===== config.mk =====
export PLATFORM = sky130hd
export DESIGN_NAME = hdmi_source_switch
export DESIGN_NICKNAME = d
export VERILOG_FILES = /design/src/rtl/hdmi_pkg.sv /design/src/rtl/sync_ff.sv /design/src/rtl/hdmi_source_switch.sv
export SDC_FILE = /design/constraint.sdc
export NUM_CORES = 1
export LEC_CHECK = 0
export CELL_PAD_IN_SITES_DETAIL_PLACEMENT = 2
export CELL_PAD_IN_SITES_GLOBAL_PLACEMENT = 2
export CORE_MARGIN = 5
export CORE_UTILIZATION = 38
export DETAILED_ROUTE_END_ITERATION = 6
export PLACE_DENSITY = 0.89
export RECOVER_POWER = 25
export SETUP_SLACK_MARGIN = 0.5
export SLEW_MARGIN = 20
export SYNTH_ARGS = -nofsm -noshare
export SYNTH_HDL_FRONTEND = slang
export SYNTH_SLANG_ARGS = --single-unit

===== constraint.sdc =====
create_clock -name pclk -period 3.5 [get_ports pclk]
set_clock_uncertainty 0.2 [all_clocks]
set_input_delay 0.35 -clock pclk [delete_from_list [all_inputs] [get_ports pclk]]
set_output_delay 0.35 -clock pclk [all_outputs]
set_load 0.03 [all_outputs]

===== src/rtl/hdmi_pkg.sv =====
// Shared state encoding, default timing constants and counter sizing helper
// for the HDMI source switch.
package hdmi_pkg;

   typedef enum logic [2:0] {
      ST_PLLRST     = 3'd0,
      ST_WAIT_LOCK  = 3'd1,
      ST_RUN        = 3'd2,
      ST_WAIT_VSYNC = 3'd3,
      ST_SWITCH     = 3'd4
   } hdmi_state_e;

   localparam int unsigned DEF_RST_CYCLES    = 16;
   localparam int unsigned DEF_VSYNC_TIMEOUT = 1048576;
   localparam int unsigned DEF_LOCK_TIMEOUT  = 1048576;
   localparam int unsigned DEF_SYNC_STAGES   = 2;

   // Counter width for a terminal count of n; never narrower than one bit.
   function automatic int unsigned cnt_width(input int unsigned n);
      return (n > 1) ? $clog2(n) : 1;
   endfunction

endpackage


===== src/rtl/sync_ff.sv =====
// Multi-stage flip-flop synchronizer for a single asynchronous level signal.
module sync_ff
   import hdmi_pkg::*;
#(
   parameter int unsigned STAGES = DEF_SYNC_STAGES
) (
   input  logic clk,
   input  logic rst,
   input  logic d,
   output logic q
);

   logic [STAGES-1:0] ff;

   always_ff @(posedge clk or posedge rst) begin
      if (rst) begin
         ff <= '0;
      end else begin
         ff[0] <= d;
         for (int i = 1; i < STAGES; i++) begin
            ff[i] <= ff[i-1];
         end
      end
   end

   assign q = ff[STAGES-1];

endmodule


===== src/rtl/hdmi_source_switch.sv =====
// Selects one of two HDMI receivers for the transmitter, switching on a frame
// boundary (manual) or immediately (failover) and re-locking the TX PLL after.
module hdmi_source_switch
   import hdmi_pkg::*;
#(
   parameter int unsigned RST_CYCLES    = DEF_RST_CYCLES,
   parameter int unsigned VSYNC_TIMEOUT = DEF_VSYNC_TIMEOUT,
   parameter int unsigned LOCK_TIMEOUT  = DEF_LOCK_TIMEOUT,
   parameter int unsigned SYNC_STAGES   = DEF_SYNC_STAGES
) (
   input  logic        pclk,
   input  logic        rst,
   input  logic        src_req,
   input  logic        auto_en,
   input  logic        rdy0,
   input  logic        rdy1,
   input  logic        vsync0,
   input  logic        vsync1,
   input  logic        tx_plllckd,
   output logic        src_sel,
   output logic        tx_pll_reset,
   output logic        switching,
   output logic        lock_err,
   output hdmi_state_e state_dbg
);

   localparam int unsigned RST_W = cnt_width(RST_CYCLES);
   localparam int unsigned VS_W  = cnt_width(VSYNC_TIMEOUT);
   localparam int unsigned LK_W  = cnt_width(LOCK_TIMEOUT);

   hdmi_state_e       state;
   logic [RST_W-1:0]  rst_cnt;
   logic [VS_W-1:0]   vs_cnt;
   logic [LK_W-1:0]   lk_cnt;
   logic              vs_prev;

   logic rdy0_s, rdy1_s, vsync0_s, vsync1_s, lock_s;

   sync_ff #(.STAGES(SYNC_STAGES)) u_sync_rdy0   (.clk(pclk), .rst(rst), .d(rdy0),       .q(rdy0_s));
   sync_ff #(.STAGES(SYNC_STAGES)) u_sync_rdy1   (.clk(pclk), .rst(rst), .d(rdy1),       .q(rdy1_s));
   sync_ff #(.STAGES(SYNC_STAGES)) u_sync_vsync0 (.clk(pclk), .rst(rst), .d(vsync0),     .q(vsync0_s));
   sync_ff #(.STAGES(SYNC_STAGES)) u_sync_vsync1 (.clk(pclk), .rst(rst), .d(vsync1),     .q(vsync1_s));
   sync_ff #(.STAGES(SYNC_STAGES)) u_sync_lock   (.clk(pclk), .rst(rst), .d(tx_plllckd), .q(lock_s));

   // "cur" is the source feeding the TX now, "tgt" is the other one.
   logic cur_rdy, tgt_rdy, cur_vs, vs_rise;
   logic failover, manual, abort;
   logic rst_done, vs_done, lk_done;

   assign cur_rdy  = src_sel ? rdy1_s   : rdy0_s;
   assign tgt_rdy  = src_sel ? rdy0_s   : rdy1_s;
   assign cur_vs   = src_sel ? vsync1_s : vsync0_s;
   assign vs_rise  = cur_vs & ~vs_prev;

   assign failover = auto_en & ~cur_rdy & tgt_rdy;
   assign manual   = (src_req != src_sel) & tgt_rdy;
   assign abort    = ~tgt_rdy | (src_req == src_sel);

   assign rst_done = (rst_cnt == RST_W'(RST_CYCLES - 1));
   assign vs_done  = (vs_cnt  == VS_W'(VSYNC_TIMEOUT - 1));
   assign lk_done  = (lk_cnt  == LK_W'(LOCK_TIMEOUT - 1));

   assign state_dbg = state;

   // Outputs are registered alongside the state so they change on the same
   // edge as the state they belong to; each counter is cleared on entry.
   always_ff @(posedge pclk or posedge rst) begin
      if (rst) begin
         state        <= ST_PLLRST;
         src_sel      <= 1'b0;
         tx_pll_reset <= 1'b1;
         switching    <= 1'b1;
         lock_err     <= 1'b0;
         rst_cnt      <= '0;
         vs_cnt       <= '0;
         lk_cnt       <= '0;
         vs_prev      <= 1'b0;
      end else begin
         vs_prev <= cur_vs;
         case (state)
            ST_PLLRST: begin
               if (rst_done) begin
                  state        <= ST_WAIT_LOCK;
                  tx_pll_reset <= 1'b0;
                  lk_cnt       <= '0;
               end else if (rst_cnt != {RST_W{1'b1}}) begin
                  rst_cnt <= rst_cnt + RST_W'(1);
               end
            end
            ST_WAIT_LOCK: begin
               if (lock_s) begin
                  state     <= ST_RUN;
                  switching <= 1'b0;
                  lock_err  <= 1'b0;
               end else if (lk_done) begin
                  state        <= ST_PLLRST;
                  tx_pll_reset <= 1'b1;
                  lock_err     <= 1'b1;
                  rst_cnt      <= '0;
               end else if (lk_cnt != {LK_W{1'b1}}) begin
                  lk_cnt <= lk_cnt + LK_W'(1);
               end
            end
            ST_RUN: begin
               // Failover is checked first so it wins over a manual request.
               if (failover) begin
                  state        <= ST_SWITCH;
                  tx_pll_reset <= 1'b1;
                  switching    <= 1'b1;
               end else if (manual) begin
                  state     <= ST_WAIT_VSYNC;
                  switching <= 1'b1;
                  vs_cnt    <= '0;
               end
            end
            ST_WAIT_VSYNC: begin
               if (abort) begin
                  state     <= ST_RUN;
                  switching <= 1'b0;
               end else if (vs_rise || vs_done) begin
                  state        <= ST_SWITCH;
                  tx_pll_reset <= 1'b1;
               end else if (vs_cnt != {VS_W{1'b1}}) begin
                  vs_cnt <= vs_cnt + VS_W'(1);
               end
            end
            ST_SWITCH: begin
               src_sel <= ~src_sel;
               state   <= ST_PLLRST;
               rst_cnt <= '0;
            end
            default: begin
               state        <= ST_PLLRST;
               tx_pll_reset <= 1'b1;
               switching    <= 1'b1;
               rst_cnt      <= '0;
            end
         endcase
      end
   end

endmodule


==> metrics.txt, run 1 <==
Synth area leaders=dfrtp_1 45%, nor2_1 3.9%, a21oi_1 3.8%; layout cells sized above 1=0.109; Die Width=103 µm; Vias=2917; Max VDD drop=0.228 mV; H-Tree Depth=3; WL per Instance=21.3 µm; reported net switching power=881 µW; initial antenna violation count=0; core footprint=0.00859 mm²; clk buf depth=2; CP Class=register to register; Total Wirelength=10300 µm; Final WS setup=743 ps; largest net degree at the start of global routing=34; arrival time at the worst endpoint=2830 ps; worst hold path type=register to register; chip height=103 µm; Int Power=1.40 mW; worst-margin pin slew=1380 ps; vias per cell=6.04; CP max-delay cell=or3b_1; TritonRoute pass-1 iters=4; synth warn=0; CP max FO=15; ys flop type=dfrtp_1; first-pass GRT wire length=16900 µm; Max transition margin=0.0769; Max Freq=0.363 GHz; sequential area share after synthesis=0.469; TritonCTS clock tree=yes; EDFF count, synth=0; synthesis-to-layout area growth=14.6%; power share of the clock group=0.295; vias in the first global route=3336; Root Driver=clkbuf_8; Remaining Overflow, GRT=0; DRC Markers=0; minimum clock period=2760 ps; TritonCTS sink count=62; Place WS=655 ps; Sw Share=0.387; die area=0.0107 mm²; Post-Syn Nets=364; Initial Utilization=0.385; NumNets Final=382; Crit. End Element=register; RSZ-0062 raised after global routing=no; I/O pin total=16; antenna-violating nets left=0; Logic pwr share=0.283; Worst EP required=3570 ps; CTS buffer count=9; Syn Std Cell Area=0.00331 mm²; row count=34; Worst path max stage delay=620 ps; GRT Total Usage=0.206; Buffers on Ports=15; Tcrit/Tclk final=0.788; share of power burned in registers=0.422; number of fillers in the final layout=917; # diodes=0; delay-heaviest family, CP=simple AND/OR/NAND/NOR gates; total of max-cap violations=0; asr flop ratio synth=1.00; Detailed Place HPWL=6960 µm; pwr dens=600 mW/mm²; Hold Fails Final Rpt=0; post-synth top area share=0.453; Cells after Synth=352; Fin Setup TNS=0 ps; critical path, cell by cell=or3b_1 > nor4_4 > and3_1 > o31ai_1 > a21oi_1; Static Leak=1.54 nW; count leader, synth=dfrtp_1; crit path buf inv count=0; synthesized flop and latch total=62; Mean Syn Cell Area=9.41 µm²; Synth top cells by count=60 x dfrtp_1, 34 x nor2_1, 25 x a21oi_1, 25 x nand2_1, 21 x nand3_1; Clock Latency Late Sink=360 ps; Final Setup Violations=0; status=finished clean; Pwr Total=2.28 mW; CP startpoint kind=register; Reg clk slew, reported paths=80 ps; count of different cell masters after synthesis=57; gpl congestion=0.807; Max Slew Vio Count=0; initial detailed-routing violation count=76; area leader, netlist=dfrtp_1
[layout make-up]
cell class	instances	area, µm²	share of cell area
Multi-Input combinational cell	261	1650	0.434
Sequential cell	62	1560	0.410
Timing Repair Buffer	22	203	0.0534
Tap cell	108	135	0.0356
Clock buffer	9	124	0.0326
Clock inverter	7	77.6	0.0204
Inverter	14	52.6	0.0138
[worst paths after layout]
check,startpoint,to,slack (ps),cells after the start
worst max-delay path,state_dbg[1],lk_cnt[9],740,5
worst min-delay path,u_sync_rdy1.ff[0],u_sync_rdy1.ff[1],160,0
worst max register to register,state_dbg[1],lk_cnt[9],740,5
worst min register to register,u_sync_rdy1.ff[0],u_sync_rdy1.ff[1],160,0
max in group asynchronous,rst,rst_cnt[0],1510,3
min in group asynchronous,rst,lk_cnt[16],640,2
[timing repair]
action | in CTS | in global routing
setup buffers | 0 | 0
hold buffers | 0 | 0
setup endpoints to repair | 0 | 15
resized for setup | 0 | 2
[sequential cells by signal, indices dropped and copies added (netlist names)]
register          cells
lk_cnt               20
vs_cnt               20
rst_cnt               4
state_dbg             3
u_sync_lock.ff        2
u_sync_rdy0.ff        2
u_sync_rdy1.ff        2
u_sync_vsync0.ff      2
u_sync_vsync1.ff      2
lock_err              1
src_sel               1
switching             1
tx_pll_reset          1
vs_prev               1
[per-layer routing]
metal,track usage,share of wire
met4,0.0747,0.016
met3,0.0503,0.023
met5,0,0
met2,0.374,0.54
met1,0.232,0.42
[cells in the final DEF, fill, tap and decap left out, drive strengths merged, types with 3 or more instances in the layout]
master,synthesis,layout
a221o,5,5
dfrtp,60,60
o21a,3,3
ha,3,3
inv,14,18
a2111oi,5,5
nand4,6,6
nor3,7,7
nor2b,3,3
a21o,4,4
dlygate4sd3,0,6
buf,9,7
nand3,21,21
o21ai,15,15
nor4,6,6
nand3b,3,3
a221oi,3,3
o31ai,12,12
xnor2,7,7
nand2b,3,3
a21oi,25,25
and3,12,12
a211oi,3,3
clkbuf,6,9
or4,5,5
nand2,25,25
or3,7,7
nor2,34,34
clkdlybuf4s50,0,9
or2,5,5
a31oi,12,12
and4,5,5
[power groups by stage]
stage,clock [mW],combinational [mW],sequential [mW]
after floorplan,0,0.408,0.958
after global placement,0,0.591,0.961
after detailed placement,0,0.634,0.970
after CTS,0.689,0.653,0.959
after global routing,0.718,0.708,0.980
final,0.672,0.643,0.962
[kinds of logic after synthesis]
family | share of synthesized area
buf+inv | 0.0385
mux | 0.00604
fa+ha+maj | 0.0113
compound gates | 0.210
simple gates | 0.246
xor+xnor | 0.0185
flops | 0.469
[stage by stage]
stage | util | std cells | cell area, µm² | hold WS (ps)
after detailed placement | 0.417 | 467 | 3590 | 138
after CTS | 0.441 | 483 | 3790 | 163
final | 0.442 | 483 | 3790 | 158
after floorplan | - | 352 | 3310 | 131
after global routing | 0.442 | 483 | 3790 | 172
after global placement | 0.417 | 467 | 3590 | 132
(Power assumes the default switching activity.)
==> run 2: changes to the inputs <==
clock period = 2.65 ns   (was 3.5 ns; I/O delays follow)
==> run 2 against run 1 <==
Compared with the run above: sequential power increased by 33%; critical path depth increased by 1; fmax increased by 6.3%; global-route usage increased by 7.3 points; hold slack improved by 15 ps; flip-flop and latch count unchanged; cell count increased by 15%; via count increased by 25%; worst setup slack got worse by 690 ps; routed wire length increased by 85%; sequential share of layout area decreased by 9.8 points; power increased by 69%.
==> metrics.txt, run 2 (synthesized netlist as in run 1, its figures left out) <==
Max VDD drop=0.408 mV; Root Driver=clkbuf_8; Hold-fix buffers, CTS=0; worst hold path type=register to register; synthesis-to-layout area growth=53.0%; antenna-violating nets left=0; layout cells sized above 1=0.462; Reg clk slew, reported paths=90 ps; total of max-cap violations=0; CP startpoint kind=register; Clock Latency Late Sink=380 ps; Remaining Overflow, GRT=0; Max transition margin=0.403; Place WS=105 ps; Tcrit/Tclk final=0.979; commonest non-fill, non-tap cell in the layout=buf_4; TritonCTS sink count=62; Worst path max stage delay=590 ps; row count=34; core footprint=0.00859 mm²; # diodes=0; TritonRoute pass-1 iters=4; critical path, cell by cell=ha_4 > nand3_4 > or2_4 > or4_4 > or3_4 > a21oi_2; Detailed Place HPWL=7050 µm; chip height=103 µm; Final Setup Violations=0; die area=0.0107 mm²; NumNets Final=453; Top Registers=lk_cnt (20), vs_cnt (20), rst_cnt (4); first-pass GRT wire length=21700 µm; Total Wirelength=19000 µm; Vias=3644; arrival time at the worst endpoint=2690 ps; Buffers on Ports=15; H-Tree Depth=3; TritonCTS clock tree=yes; Die Width=103 µm; RSZ-0062 raised after global routing=yes; initial detailed-routing violation count=248; I/O pin total=16; worst-margin pin slew=894 ps; Static Leak=2.06 nW; DRC Markers=0; status=finished clean; GRT Total Usage=0.279; clk buf depth=2; commonest non-fill, non-tap cells in the layout=57 x buf_4, 39 x dfrtp_1, 26 x nor2_1; pwr dens=757 mW/mm²; Crit. End Element=register; final core occ=0.590; Final WS setup=56.2 ps; largest net degree at the start of global routing=45; initial antenna violation count=0; gpl congestion=0.783; WL per Instance=34.4 µm; CP max-delay cell=or4_4; vias per cell=6.58; Max Freq=0.386 GHz; Initial Utilization=0.385; CP Class=register to register; vias in the first global route=3751; Hold Fails Final Rpt=0; Max Slew Vio Count=0; number of fillers in the final layout=824; Fin Setup TNS=0 ps; CTS buffer count=9; CP max FO=4; Worst EP required=2740 ps; minimum clock period=2590 ps; Fin Hold WS=173 ps
run 2: worst paths after layout:
path	from	slack, ps	cells past startpoint	endpoint
max	lk_cnt[0]	60	6	lk_cnt[16]
min	u_sync_vsync0.ff[0]	170	0	u_sync_vsync0.ff[1]
max reg2reg	lk_cnt[0]	60	6	lk_cnt[16]
min reg2reg	u_sync_vsync0.ff[0]	170	0	u_sync_vsync0.ff[1]
max in group asynchronous	rst	1160	3	src_sel
min in group asynchronous	rst	330	2	lk_cnt[3]
run 2: power breakdown:
group	internal [mW]	switching, mW	leakage (nW)
sequential	1.08	0.201	0.782
clock	0.435	0.463	0.0879
combinational	0.683	0.975	1.19
total	2.20	1.64	2.06
run 2: what timing repair did:
action,CTS,global route
gates cloned,0,3
setup buffers,31,29
pin swaps,11,40
endpoints found under the setup margin,46,48
gates resized for setup,50,107
run 2: cell type report:
type,instances,area (µm²),share of cell area
repair buffers,93,878,0.173
multi-input cells,261,2220,0.438
flip-flops and latches,62,1580,0.312
clock buffers,9,124,0.0244
inverters,14,57.6,0.0114
clock inverters,7,73.8,0.0146
well taps,108,135,0.0267
run 2: through the flow:
stage | instances | area [µm²] | power, mW
floorplan | 352 | 3360 | 1.84
global placement | 475 | 3670 | 2.10
detailed placement | 475 | 3670 | 2.18
CTS | 522 | 4330 | 3.30
global route | 554 | 5070 | 3.94
finish | 554 | 5070 | 3.84
run 2: routing by layer:
metal / wire, µm / share of wire / up-vias / GRT usage
met3: 1000 / 0.053 / 73 / 0.0543
li1: - / - / 1506 / -
met1: 7180 / 0.38 / 1899 / 0.310
met4: 1160 / 0.061 / 0 / 0.156
met5: 0 / 0 / - / 0
met2: 9690 / 0.51 / 166 / 0.495
run 2: critical path, delay by kind of cell, from the launching register on:
| kind | cells | cell delay, ps |
|---|---|---|
| compound gates | 1 | 150 |
| fa+ha+maj | 1 | 260 |
| flops | 1 | 520 |
| simple gates | 4 | 1370 |
